**src/rtl/ctrl_pipe.sv**
```systemverilog
// EX/MEM/WB control pipeline with a retired-instruction counter.
// Load-use stall detection is built only when CTRL_PIPE_HAZARD_EN is defined.
module ctrl_pipe (
  input  logic        clk,
  input  logic        rst_n,
  input  logic        id_valid,
  input  logic        id_reg_dst,
  input  logic        id_jump,
  input  logic        id_branch,
  input  logic        id_mem_read,
  input  logic        id_mem_to_reg,
  input  logic        id_mem_write,
  input  logic        id_alu_src,
  input  logic        id_reg_write,
  input  logic [1:0]  id_alu_op,
  input  logic [4:0]  id_rs,
  input  logic [4:0]  id_rt,
  input  logic [4:0]  id_rd,
  input  logic        flush,
  output logic        ex_valid,
  output logic        ex_alu_src,
  output logic        ex_reg_dst,
  output logic [1:0]  ex_alu_op,
  output logic [4:0]  ex_dst,
  output logic        mem_valid,
  output logic        mem_read,
  output logic        mem_write,
  output logic        mem_branch,
  output logic        mem_jump,
  output logic [4:0]  mem_dst,
  output logic        wb_valid,
  output logic        wb_reg_write,
  output logic        wb_mem_to_reg,
  output logic [4:0]  wb_dst,
  output logic        hazard_stall,
  output logic [15:0] retired
);

  logic ex_load;
  logic ex_mem_read;
  logic ex_mem_write;
  logic ex_branch;
  logic ex_jump;
  logic ex_reg_write;
  logic ex_mem_to_reg;
  logic mem_reg_write;
  logic mem_mem_to_reg;

  // Any squash condition turns the EX load into an all-zero bubble.
  assign ex_load = id_valid & ~flush & ~hazard_stall;

`ifdef CTRL_PIPE_HAZARD_EN
  // Register 0 is hardwired, so a load into it can never create a dependency.
  assign hazard_stall = ex_valid & ex_mem_read & (ex_dst != 5'd0) & id_valid &
                        ((ex_dst == id_rs) | (ex_dst == id_rt));
`else
  logic unused_id_rs;
  assign unused_id_rs = ^id_rs;
  assign hazard_stall = 1'b0;
`endif

  always_ff @(posedge clk or negedge rst_n) begin
    if (!rst_n) begin
      ex_valid      <= 1'b0;
      ex_alu_src    <= 1'b0;
      ex_reg_dst    <= 1'b0;
      ex_alu_op     <= 2'b00;
      ex_dst        <= 5'd0;
      ex_mem_read   <= 1'b0;
      ex_mem_write  <= 1'b0;
      ex_branch     <= 1'b0;
      ex_jump       <= 1'b0;
      ex_reg_write  <= 1'b0;
      ex_mem_to_reg <= 1'b0;
    end else begin
      ex_valid      <= ex_load;
      ex_alu_src    <= ex_load & id_alu_src;
      ex_reg_dst    <= ex_load & id_reg_dst;
      ex_alu_op     <= ex_load ? id_alu_op : 2'b00;
      ex_dst        <= ex_load ? (id_reg_dst ? id_rd : id_rt) : 5'd0;
      ex_mem_read   <= ex_load & id_mem_read;
      ex_mem_write  <= ex_load & id_mem_write;
      ex_branch     <= ex_load & id_branch;
      ex_jump       <= ex_load & id_jump;
      ex_reg_write  <= ex_load & id_reg_write;
      ex_mem_to_reg <= ex_load & id_mem_to_reg;
    end
  end

  // Downstream stages never hold; gating on valid keeps bubbles inert.
  always_ff @(posedge clk or negedge rst_n) begin
    if (!rst_n) begin
      mem_valid      <= 1'b0;
      mem_read       <= 1'b0;
      mem_write      <= 1'b0;
      mem_branch     <= 1'b0;
      mem_jump       <= 1'b0;
      mem_dst        <= 5'd0;
      mem_reg_write  <= 1'b0;
      mem_mem_to_reg <= 1'b0;
    end else begin
      mem_valid      <= ex_valid;
      mem_read       <= ex_valid & ex_mem_read;
      mem_write      <= ex_valid & ex_mem_write;
      mem_branch     <= ex_valid & ex_branch;
      mem_jump       <= ex_valid & ex_jump;
      mem_dst        <= ex_valid ? ex_dst : 5'd0;
      mem_reg_write  <= ex_valid & ex_reg_write;
      mem_mem_to_reg <= ex_valid & ex_mem_to_reg;
    end
  end

  always_ff @(posedge clk or negedge rst_n) begin
    if (!rst_n) begin
      wb_valid      <= 1'b0;
      wb_reg_write  <= 1'b0;
      wb_mem_to_reg <= 1'b0;
      wb_dst        <= 5'd0;
    end else begin
      wb_valid      <= mem_valid;
      wb_reg_write  <= mem_valid & mem_reg_write;
      wb_mem_to_reg <= mem_valid & mem_mem_to_reg;
      wb_dst        <= mem_valid ? mem_dst : 5'd0;
    end
  end

  always_ff @(posedge clk or negedge rst_n) begin
    if (!rst_n) begin
      retired <= 16'h0000;
    end else if (wb_valid) begin
      retired <= retired + 16'd1;
    end
  end

endmodule

```
**config.mk**
```make
export PLATFORM = sky130hd
export DESIGN_NAME = ctrl_pipe
export DESIGN_NICKNAME = d
export VERILOG_FILES = /design/src/rtl/ctrl_pipe.sv
export SDC_FILE = /design/constraint.sdc
export NUM_CORES = 1
export LEC_CHECK = 0
export ABC_AREA = 1
export BUFFER_PORTS_ARGS = -buffer_cell sky130_fd_sc_hd__buf_2
export CAP_MARGIN = 20
export CORE_MARGIN = 2
export CORE_UTILIZATION = 49
export CTS_CLUSTER_SIZE = 16
export DETAILED_ROUTE_END_ITERATION = 16
export PLACE_DENSITY = 0.89
export SLEW_MARGIN = 20
export SYNTH_ARGS = -nofsm -noshare
export SYNTH_HDL_FRONTEND = slang
export SYNTH_SLANG_ARGS = --single-unit
```
**constraint.sdc**
```tcl
create_clock -name clk -period 1.62 [get_ports clk]
set_input_delay 0.324 -clock clk [delete_from_list [all_inputs] [get_ports clk]]
set_output_delay 0.324 -clock clk [all_outputs]
set_load 0.01 [all_outputs]
```
## Word level (Yosys, flattened, before mapping)

Index checks and enable logic that the tools add are counted.

- Flip-flop bits (word level): 52
- Input bits: 29
- Output and inout bits: 45
- Logic and storage cells: 48

- Add/subtract/negate cells: 1
- Muxes and demuxes: 5
- Bitwise gates (word level): 18

Operators with widths:

| kind | count |
|---|---|
| two-way mux 5 bit | 4 |
| bitwise AND 1 bit | 17 |
| adder 16 x 1 -> 16 bit (second input constant) | 1 |
| two-way mux 2 bit | 1 |
| inverter 1 bit | 1 |

## Depth between registers and ports, before layout

Gate-level depths: netlist of the first run.

- Depth in word-level cells: 3
- Mapped depth: 7
- Depth with buffers taken out: 7

## Worst setup path before layout of the first run

Ideal clock, no wire load.

- Kind: register to register
- Start point: reg retired[1]
- End point: reg retired[8]
- Library setup time: 0.126 ns
- Data arrival time: 1.155 ns
- Data required time: 1.494 ns
- Slack: 0.339 ns
- Stages on the path, launching flop included: 6
- Path buffers: 0
- Period minus slack after synthesis: 1.281 ns
- Path through: dfrtp_1 -> ha_1 -> nand4_1 -> nor2_2 -> nand2_2 -> xnor2_1

- Cells in the longest elaborated chain, start to end: 1

Ends and longest elaborated chain:

| what | line | text |
|---|---|---|
| start, declared | 36 | `output logic [15:0] retired` |
| start signal, assigned | 131 | `retired <= retired + 16'd1;` |
| adder 16 x 1 -> 16 bit | 131 |  |

No other way between the ends.
A chain may end at the register's enable or synchronous reset.

## Worst setup path after layout of the first run

- Start point: reg retired[0]
- End point: reg retired[14]

Same word-level chain as after synthesis.

==> results of run 1 <==
worst max-delay path, stage by stage, from the launching register on:
cell	delay, ps
dfrtp_1	440
ha_1	240
nand3_1	90
nor2_1	250
nand4_1	140
nand2_1	90
inv_1	40
metrics by stage:
| stage | power [mW] | setup slack (ps) | utilization [%] |
|---|---|---|---|
| floorplan | 1.70 | 339 | - |
| global placement | 1.85 | 324 | 60.9 |
| detailed placement | 1.86 | 226 | 60.9 |
| CTS | 2.85 | 216 | 64.4 |
| global route | 2.97 | 125 | 64.4 |
| finish | 2.82 | 232 | 64.4 |
timing repair:
item / 4_1_cts / 5_1_grt
hold buffers: 1 / 0
endpoints found under the hold margin: 16 / 0
resized for setup: 0 / 0
kinds of logic (layout without fill, tap and decap cells):
group,after synthesis,count (layout),synth area share (%)
fa+ha+maj,1,1,0.601
other cells,1,1,0.180
xor+xnor,9,9,3.79
flops,52,52,62.5
compound gates,6,6,1.44
buf+inv,53,125,10.1
simple gates,103,103,21.3
area by class of cell:
type                            instances  area (um2)
Clock buffer                            5        68.8
Clock inverter                          2        60.1
Fill cell                             314        1450
Inverter                               49         184
Multi-Input combinational cell        120         569
Sequential cell                        52        1300
Tap cell                               50        62.6
Timing Repair Buffer                   69         365
report_power, final:
| group | internal [mW] | total, mW | switching, mW |
|---|---|---|---|
| sequential | 1.38 | 1.50 | 0.116 |
| combinational | 0.149 | 0.336 | 0.187 |
| clock | 0.607 | 0.985 | 0.378 |
placed cells by master, fill, tap and decap left out:
| cell type | n |
|---|---|
| buf_2 | 67 |
| nand2_1 | 57 |
| dfrtp_1 | 52 |
| inv_1 | 49 |
| nor2_1 | 24 |
| nand3_1 | 8 |
| a21oi_1 | 5 |
| nand4_1 | 5 |
| xor2_1 | 5 |
| clkbuf_8 | 5 |
| xnor2_1 | 4 |
| nor2_2 | 3 |
| nand2_2 | 2 |
| bufinv_16 | 2 |
| nor3_2 | 1 |
| nor2_4 | 1 |
| nand3b_2 | 1 |
| nor3_1 | 1 |
| o21ai_1 | 1 |
| ha_1 | 1 |
| conb_1 | 1 |
| dlygate4sd3_1 | 1 |
| buf_12 | 1 |
routing by layer:
layer | part of all wire, % | track usage, % | vias to the layer above
li1 | - | - | 797
met1 | 39 | 16.1 | 688
met2 | 53 | 28.8 | 55
met3 | 6.4 | 4.82 | 5
met4 | 1.2 | 6.75 | 0
met5 | 0 | 0 | -
worst max path at each step:
stage	from	end	slack [ps]
floorplan	retired[1]$_DFFE_PN0P_	retired[8]$_DFFE_PN0P_	340
detailed placement	retired[0]$_DFFE_PN0P_	retired[14]$_DFFE_PN0P_	230
CTS	retired[0]$_DFFE_PN0P_	retired[14]$_DFFE_PN0P_	220
global placement	retired[0]$_DFFE_PN0P_	retired[12]$_DFFE_PN0P_	320
finish	retired[0]$_DFFE_PN0P_	retired[14]$_DFFE_PN0P_	230
global route	retired[0]$_DFFE_PN0P_	retired[14]$_DFFE_PN0P_	120
==> metrics.md, run 1 <==
| Metric | Value |
|---|---|
| Status | `complete, no violations` |
| 1st-iter DRT viols | `61` |
| GRT Util Overall | `~16%` |
| Cell count after placement | `roughly 340` |
| Largest area contributor in the netlist | `dfrtp_1` |
| Final non-filler cell total | `347` |
| Top post-synthesis cells by area | `dfrtp_1 (63%), nand2_1 (10%), inv_1 (8.8%)` |
| Max cap viols | `0` |
| Post-synth EDFFs | `0` |
| Synthesized cell area | `2080 um2` |
| Crit end category | `flop` |
| HPWL Detailed | `2700 um` |
| Remaining DRCs | `0` |
| Total Routed Length | `3480 um` |
| Die height | `69.2 um` |
| Initial Util | `between 50% and 60%` |
| Total die area | `about 4800 um2` |
| Root buffer cell | `clkbuf_8` |
| R2R Setup Slk | `230 ps` |
| # Post-CTS Setup Buffers | `0` |
| Cells on worst reg2reg path | `6` |
| Net count after synthesis | `between 200 and 300` |
| Layout area overhead | `25.5%` |
| R2R Path End | `retired[14]$_DFFE_PN0P_` |
| Share of post-route cells with drive strength above 1 | `27.9%` |
| Antenna violations before repair | `0` |
| Hold Vio Cnt, Final | `0` |
| Via count | `roughly 1.5k` |
| Min Tclk post-route | `1390 ps` |
| WP data arrival | `1580 ps` |
| Avg Synthesized Cell Area | `9.25 um2` |
| Most numerous cell in the Yosys netlist | `nand2_1` |
| Pwr dens | `1080 nW/um2` |
| Worst path required time | `1820 ps` |
| Vias per cell | `between 4 and 5` |
| Maximum VDD drop | `0.728 mV` |
| TritonCTS clock tree | `done` |
| Register area share after synthesis | `62.5%` |
| Number of global-route vias before repair | `approximately 1.5k` |
| Drt wl/cell | `10.0 um` |
| Worst Hold Class | `input port to flop` |
| Largest register by flop count | `retired` |
| Routed Antenna Nets | `0` |
| FF-to-FF Start | `retired[0]$_DFFE_PN0P_` |
| Core Region | `4060 um2` |
| CTS HTree Levels | `2` |
| Clk buf depth | `2` |
| Post-synth top area share | `between 60% and 70%` |
| # rows | `23` |
| Num ports | `74` |
| CP Launch Type | `flop` |
| Flip-flop and latch count after synthesis | `52` |
| Pleak | `around 1.7 nW` |
| Cell Area, Placed | `2470 um2` |
| GPL Wtd Cong | `0.843` |
| Most used DFF post-synth | `dfrtp_1` |
| Port Buffers | `67` |
| Hold EP | `ex_valid$_DFF_PN0_` |
| Nets | `327` |
| Width of the die | `~69 um` |
| Mapped Cells | `around 230` |
| CTS sink cnt | `52` |
| CTS Buf Count | `5` |
| RSZ-0062 raised after global routing | `false` |
| Final period utilization | `a little under nine tenths` |
| Hold path start | `flush` |
| YS warnings | `0` |
| Worst-path clk slew | `80 ps` |
| Fraction of registers with async set/reset | `100%` |
| Clk_skew | `3.03 ps` |
| Post-synth cell types | `21` |
| Final instance area | `between 2000 and 3000 um2` |
| Total gr overflow | `0` |
| Setup violators final | `0` |
| Max Fclk | `720 MHz` |
| Hold_ws | `177 ps` |
| Diode count | `0` |
| Setup_tns | `0 ps` |
| DR pass1 iterations | `4` |
| Worst hold stages | `2` |
| Largest net degree at the start of global routing | `37` |
| Final Max Tran Viols | `0` |
| First-pass GRT wire length | `5950 um` |
| CP max FO | `5` |
| Largest register FFs | `16` |
| Most instantiated cells after synthesis | `nand2_1 (57), dfrtp_1 (52), inv_1 (49), nor2_1 (24), nand3_1 (8)` |
| Crit Path Category | `flop to flop` |
| Clk_lat worst skew | `290 ps` |
Power figures use the tool's default switching activity.
==> run 2, diff against run 1 <==
- PLACE_DENSITY: 0.89 -> 0.8
==> metrics.md, run 2 (synthesis results as in run 1) <==
| Metric | Value |
|---|---|
| Pleak | `about 1.6 nW` |
| Worst-path clk slew | `about 100 ps` |
| WP data arrival | `1070 ps` |
| Share of post-route cells with drive strength above 1 | `28.3%` |
| Most frequent cells in the layout | `buf_2 (67), nand2_1 (57), dfrtp_1 (52)` |
| HPWL Detailed | `2680 um` |
| Port Buffers | `67` |
| Total Routed Length | `3580 um` |
| Violated checks | `negative hold slack` |
| Filler Cell Count | `342` |
| Diode count | `0` |
| Switching share of power | `28.4%` |
| Worst Hold Class | `input port to async pin` |
| Remaining DRCs | `0` |
| Sequential Power Share | `58.1%` |
| Max Fclk | `~720 MHz` |
| Final Max Tran Viols | `0` |
| Number of global-route vias before repair | `1597` |
| RSZ-0062 raised after global routing | `false` |
| Int Pwr | `1.85 mW` |
| Total gr overflow | `0` |
| Nets | `approximately 330` |
| Commonest non-fill, non-tap cell in the layout | `buf_2` |
| Clk_skew | `9.16 ps` |
| DR pass1 iterations | `4` |
| Slowest stage delay, CP | `560 ps` |
| CTS sink cnt | `52` |
| Root buffer cell | `clkbuf_8` |
| CP Launch Type | `flop` |
| Worst path required time | `1300 ps` |
| Post-CTS sizing | `0` |
| Largest net degree at the start of global routing | `53` |
| # Post-CTS Setup Buffers | `0` |
| Vias per cell | `4.56` |
| Net Switching | `0.732 mW` |
| GPL Wtd Cong | `roughly 0.76` |
| Fin util | `63.3%` |
| Hold Vio Cnt, Final | `8` |
| 1st-iter DRT viols | `between 90 and 100` |
| Pwr dens | `1000 nW/um2` |
| Die height | `about 69 um` |
| Final non-filler cell total | `347` |
| Min Tclk post-route | `1390 ps` |
| Sequential Area | `between 1000 and 1500 um2` |
| Clock power share | `28.8%` |
| Clk_lat worst skew | `around 300 ps` |
| Maximum VDD drop | `0.683 mV` |
| Routed Antenna Nets | `0` |
| Total die area | `4780 um2` |
| First-pass GRT wire length | `6420 um` |
| Width of the die | `69.2 um` |
| Initial Util | `51.3%` |
| Status | `finished with violations` |
| Max cap viols | `0` |
| TritonCTS clock tree | `done` |
| # rows | `23` |
| Setup violators final | `0` |
| CTS Buf Count | `5` |
| Core Region | `slightly above 4000 um2` |
| Worst path cell trace | `buf_2` |
| Tot Pwr | `2.58 mW` |
| Layout area overhead | `23.4%` |
| Crit end category | `output port` |
| Antenna violations before repair | `0` |
| Num ports | `74` |
| CTS HTree Levels | `2` |
| CP max FO | `13` |
| CP bufs+invs | `1` |
| Post-route setup slack | `between 200 and 250 ps` |
| Final instance area | `approximately 2600 um2` |
| Via count | `1582` |
| Largest register FFs | `16` |
| Combinational power share | `13.0%` |
| Clk buf depth | `2` |
| Slowest-stage cell, CP | `dfrtp_1` |
| Final period utilization | `between 80% and 90%` |
| Crit Path Category | `flop to output port` |
| Worst setup slack after placement | `268 ps` |
| Cell count after placement | `339` |
| CP top delay family | `flip-flops` |
| Largest register by flop count | `retired` |
| Setup_tns | `0 ps` |
| Cell Area, Placed | `between 2000 and 2500 um2` |
| Hold buffers post-CTS | `0` |
| GRT Util Overall | `16.5%` |
| Hold_ws | `-1.38 ps` |
| Multi-input logic area | `569 um2` |
| Drt wl/cell | `a little over 10 um` |
run 2: path summary, 6_finish.rpt:
check	startpoint	endpoint	slack (ps)	cells past startpoint
max in group asynchronous	rst_n	ex_dst[2]$_DFF_PN0_	1410	2
min reg2reg	ex_mem_write$_DFF_PN0_	mem_write$_DFF_PN0_	440	2
min in group clk	flush	ex_valid$_DFF_PN0_	170	2
max	ex_valid$_DFF_PN0_	ex_valid	230	1
max reg2reg	wb_valid$_DFF_PN0_	retired[11]$_DFFE_PN0P_	250	5
min	rst_n	retired[2]$_DFFE_PN0P_	-1	2
run 2: final cells by class:
| cell class | instances | area share, % |
|---|---|---|
| flip-flops and latches | 52 | 50.7 |
| multi-input cells | 120 | 22.2 |
| repair buffers | 68 | 13.8 |
| inverters | 49 | 7.16 |
| clock buffers | 5 | 2.68 |
| well taps | 50 | 2.44 |
| clock inverters | 3 | 1.02 |
run 2: routing by layer:
| metal | vias up | share of wire, % | GRT usage [%] | routed length [um] |
|---|---|---|---|---|
| li1 | 799 | - | - | - |
| met1 | 711 | 38 | 17.0 | 1370 |
| met2 | 68 | 52 | 30.7 | 1860 |
| met3 | 4 | 8.8 | 6.14 | 313 |
| met4 | 0 | 0.81 | 5.45 | 29 |
| met5 | - | 0 | 0 | 0 |
run 2: power by group through the flow:
stage | Clock (mW) | Sequential (mW) | Combinational [mW]
6_report | 0.744 | 1.50 | 0.336
5_1_grt | 0.834 | 1.52 | 0.382
4_1_cts | 0.774 | 1.50 | 0.344
3_5_place_dp | 0 | 1.53 | 0.343
3_3_place_gp | 0 | 1.52 | 0.333
2_1_floorplan | 0 | 1.54 | 0.153
==> run 3, diff against run 2 <==
==> constraint.sdc (replaced) <==
create_clock -name clk -period 1.4 [get_ports clk]
set_input_delay 0.21 -clock clk [delete_from_list [all_inputs] [get_ports clk]]
set_output_delay 0.21 -clock clk [all_outputs]
set_load 0.01 [all_outputs]
==> metrics.md, run 3 (synthesis results as in run 1) <==
| Metric | Value |
|---|---|
| Status | `complete, no violations` |
| Post-CTS sizing | `0` |
| Via count | `1578` |
| Worst-path clk slew | `about 100 ps` |
| Setup_tns | `0 ps` |
| 1st-iter DRT viols | `a little under 80` |
| Port Buffers | `67` |
| Max cap viols | `0` |
| Slowest-stage cell, CP | `dfrtp_1` |
| Crit Path Category | `flop to flop` |
| WP depth | `5` |
| Share of post-route cells with drive strength above 1 | `28.7%` |
| # rows | `23` |
| Cell Area, Placed | `~2500 um2` |
| Pleak | `1.64 nW` |
| Maximum VDD drop | `0.718 mV` |
| Worst Hold Class | `input port to flop` |
| Final Max Tran Viols | `0` |
| Max Fclk | `769 MHz` |
| GPL Wtd Cong | `0.833` |
| Min Tclk post-route | `1300 ps` |
| Worst path required time | `~1600 ps` |
| Layout area overhead | `24.5%` |
| Diode count | `0` |
| RSZ-0062 raised after global routing | `false` |
| Crit end category | `flop` |
| Nets | `329` |
| Total Routed Length | `between 3000 and 4000 um` |
| Switching share of power | `28.6%` |
| Clock power share | `between 20% and 30%` |
| Total die area | `4780 um2` |
| Die height | `slightly below 70 um` |
| Int Pwr | `about 2.2 mW` |
| Num ports | `between 70 and 80` |
| Cells on worst reg2reg path | `5` |
| Most frequent cells in the layout | `buf_2 (67), nand2_1 (57), dfrtp_1 (52)` |
| Sequential Power Share | `between 50% and 60%` |
| CTS Buf Count | `5` |
| DR pass1 iterations | `5` |
| Root buffer cell | `clkbuf_8` |
| Commonest non-fill, non-tap cell in the layout | `buf_2` |
| # Post-CTS Setup Buffers | `0` |
| Clk_lat worst skew | `310 ps` |
| Largest register FFs | `16` |
| Pwr dens | `about 1200 nW/um2` |
| TritonCTS clock tree | `done` |
| Hold_ws | `a little under 50 ps` |
| Largest net degree at the start of global routing | `36` |
| Hold Vio Cnt, Final | `0` |
| Antenna violations before repair | `0` |
| Combinational power share | `15.4%` |
| Worst hold stages | `2` |
| Final instance area | `~2600 um2` |
| HPWL Detailed | `between 2000 and 3000 um` |
| Slowest stage delay, CP | `530 ps` |
| Largest register by flop count | `retired` |
| Final period utilization | `between 90 and 100%` |
| CTS sink cnt | `between 50 and 60` |
| Net Switching | `0.872 mW` |
| Width of the die | `a little under 70 um` |
| CP bufs+invs | `0` |
| Filler Cell Count | `~340` |
| Routed Antenna Nets | `0` |
| First-pass GRT wire length | `6160 um` |
| CP top delay family | `simple AND/OR/NAND/NOR gates` |
| Total gr overflow | `0` |
| Core Region | `roughly 4100 um2` |
| Number of global-route vias before repair | `1452` |
| Initial Util | `51.3%` |
| CP max FO | `10` |
| Clk_skew | `12.3 ps` |
| Setup violators final | `0` |
| CP Launch Type | `flop` |
| CTS HTree Levels | `2` |
| Vias per cell | `4.51` |
| WP data arrival | `around 1500 ps` |
| Drt wl/cell | `roughly 10 um` |
| Worst path cell trace | `nand2_1 > nor2_4 > nand3b_2 > nor3_1 > nor2_1` |
| Clk buf depth | `2` |
| GRT Util Overall | `approximately 16%` |
| Remaining DRCs | `0` |
## run 3: layer usage
metal | global-route usage (%) | vias to the layer above | wire [um]
li1 | - | 803 | -
met1 | 17.3 | 699 | 1410
met2 | 29.2 | 72 | 1810
met3 | 6.43 | 4 | 313
met4 | 5.23 | 0 | 40
met5 | 0 | - | 0
## run 3: worst register-to-register path, cell delays in order, from the launching register on
cell and delay [ps]:
dfrtp_1 530, nand2_1 140, nor2_4 130, nand3b_2 140, nor3_1 180, nor2_1 70
## run 3: metrics by stage
stage	worst slack [ps]	util (%)	total power, mW	instances
6_report	100	63.9	3.05	350
3_5_place_dp	114	61.3	2.21	341
4_1_cts	68.9	63.9	3.10	350
2_1_floorplan	119	-	1.96	225
5_1_grt	1.96	63.9	3.23	350
3_3_place_gp	165	61.3	2.18	341
## run 3: area by class of cell
cell class	count	area, um2	area share, %
multi-input cells	120	569	22.0
clock inverters	3	25.0	0.966
repair buffers	71	380	14.7
inverters	49	184	7.10
well taps	50	62.6	2.41
flip-flops and latches	52	1300	50.2
clock buffers	5	68.8	2.66
## run 3: power groups by stage
stage               Clock (mW)  Combinational (mW)  Sequential, mW
detailed placement           0               0.470            1.74
global route             0.981               0.522            1.73
CTS                      0.907               0.479            1.71
floorplan                    0               0.177            1.78
global placement             0               0.455            1.73
finish                   0.872               0.469            1.71
## run 3: repair_timing
item                       in CTS  in global routing
hold buffers                    1                  0
setup endpoints to repair       0                  0
hold endpoints to repair       17                  0
## run 3: path summary, 6_finish.rpt
| check | endpoint | from | slack [ps] |
|---|---|---|---|
| max reg2reg | retired[11]$_DFFE_PN0P_ | wb_valid$_DFF_PN0_ | 100 |
| min in group asynchronous | retired[8]$_DFFE_PN0P_ | rst_n | 360 |
| min | ex_valid$_DFF_PN0_ | flush | 50 |
| min reg2reg | wb_mem_to_reg$_DFF_PN0_ | mem_mem_to_reg$_DFF_PN0_ | 440 |
| max | retired[11]$_DFFE_PN0P_ | wb_valid$_DFF_PN0_ | 100 |
| max in group asynchronous | ex_dst[4]$_DFF_PN0_ | rst_n | 520 |
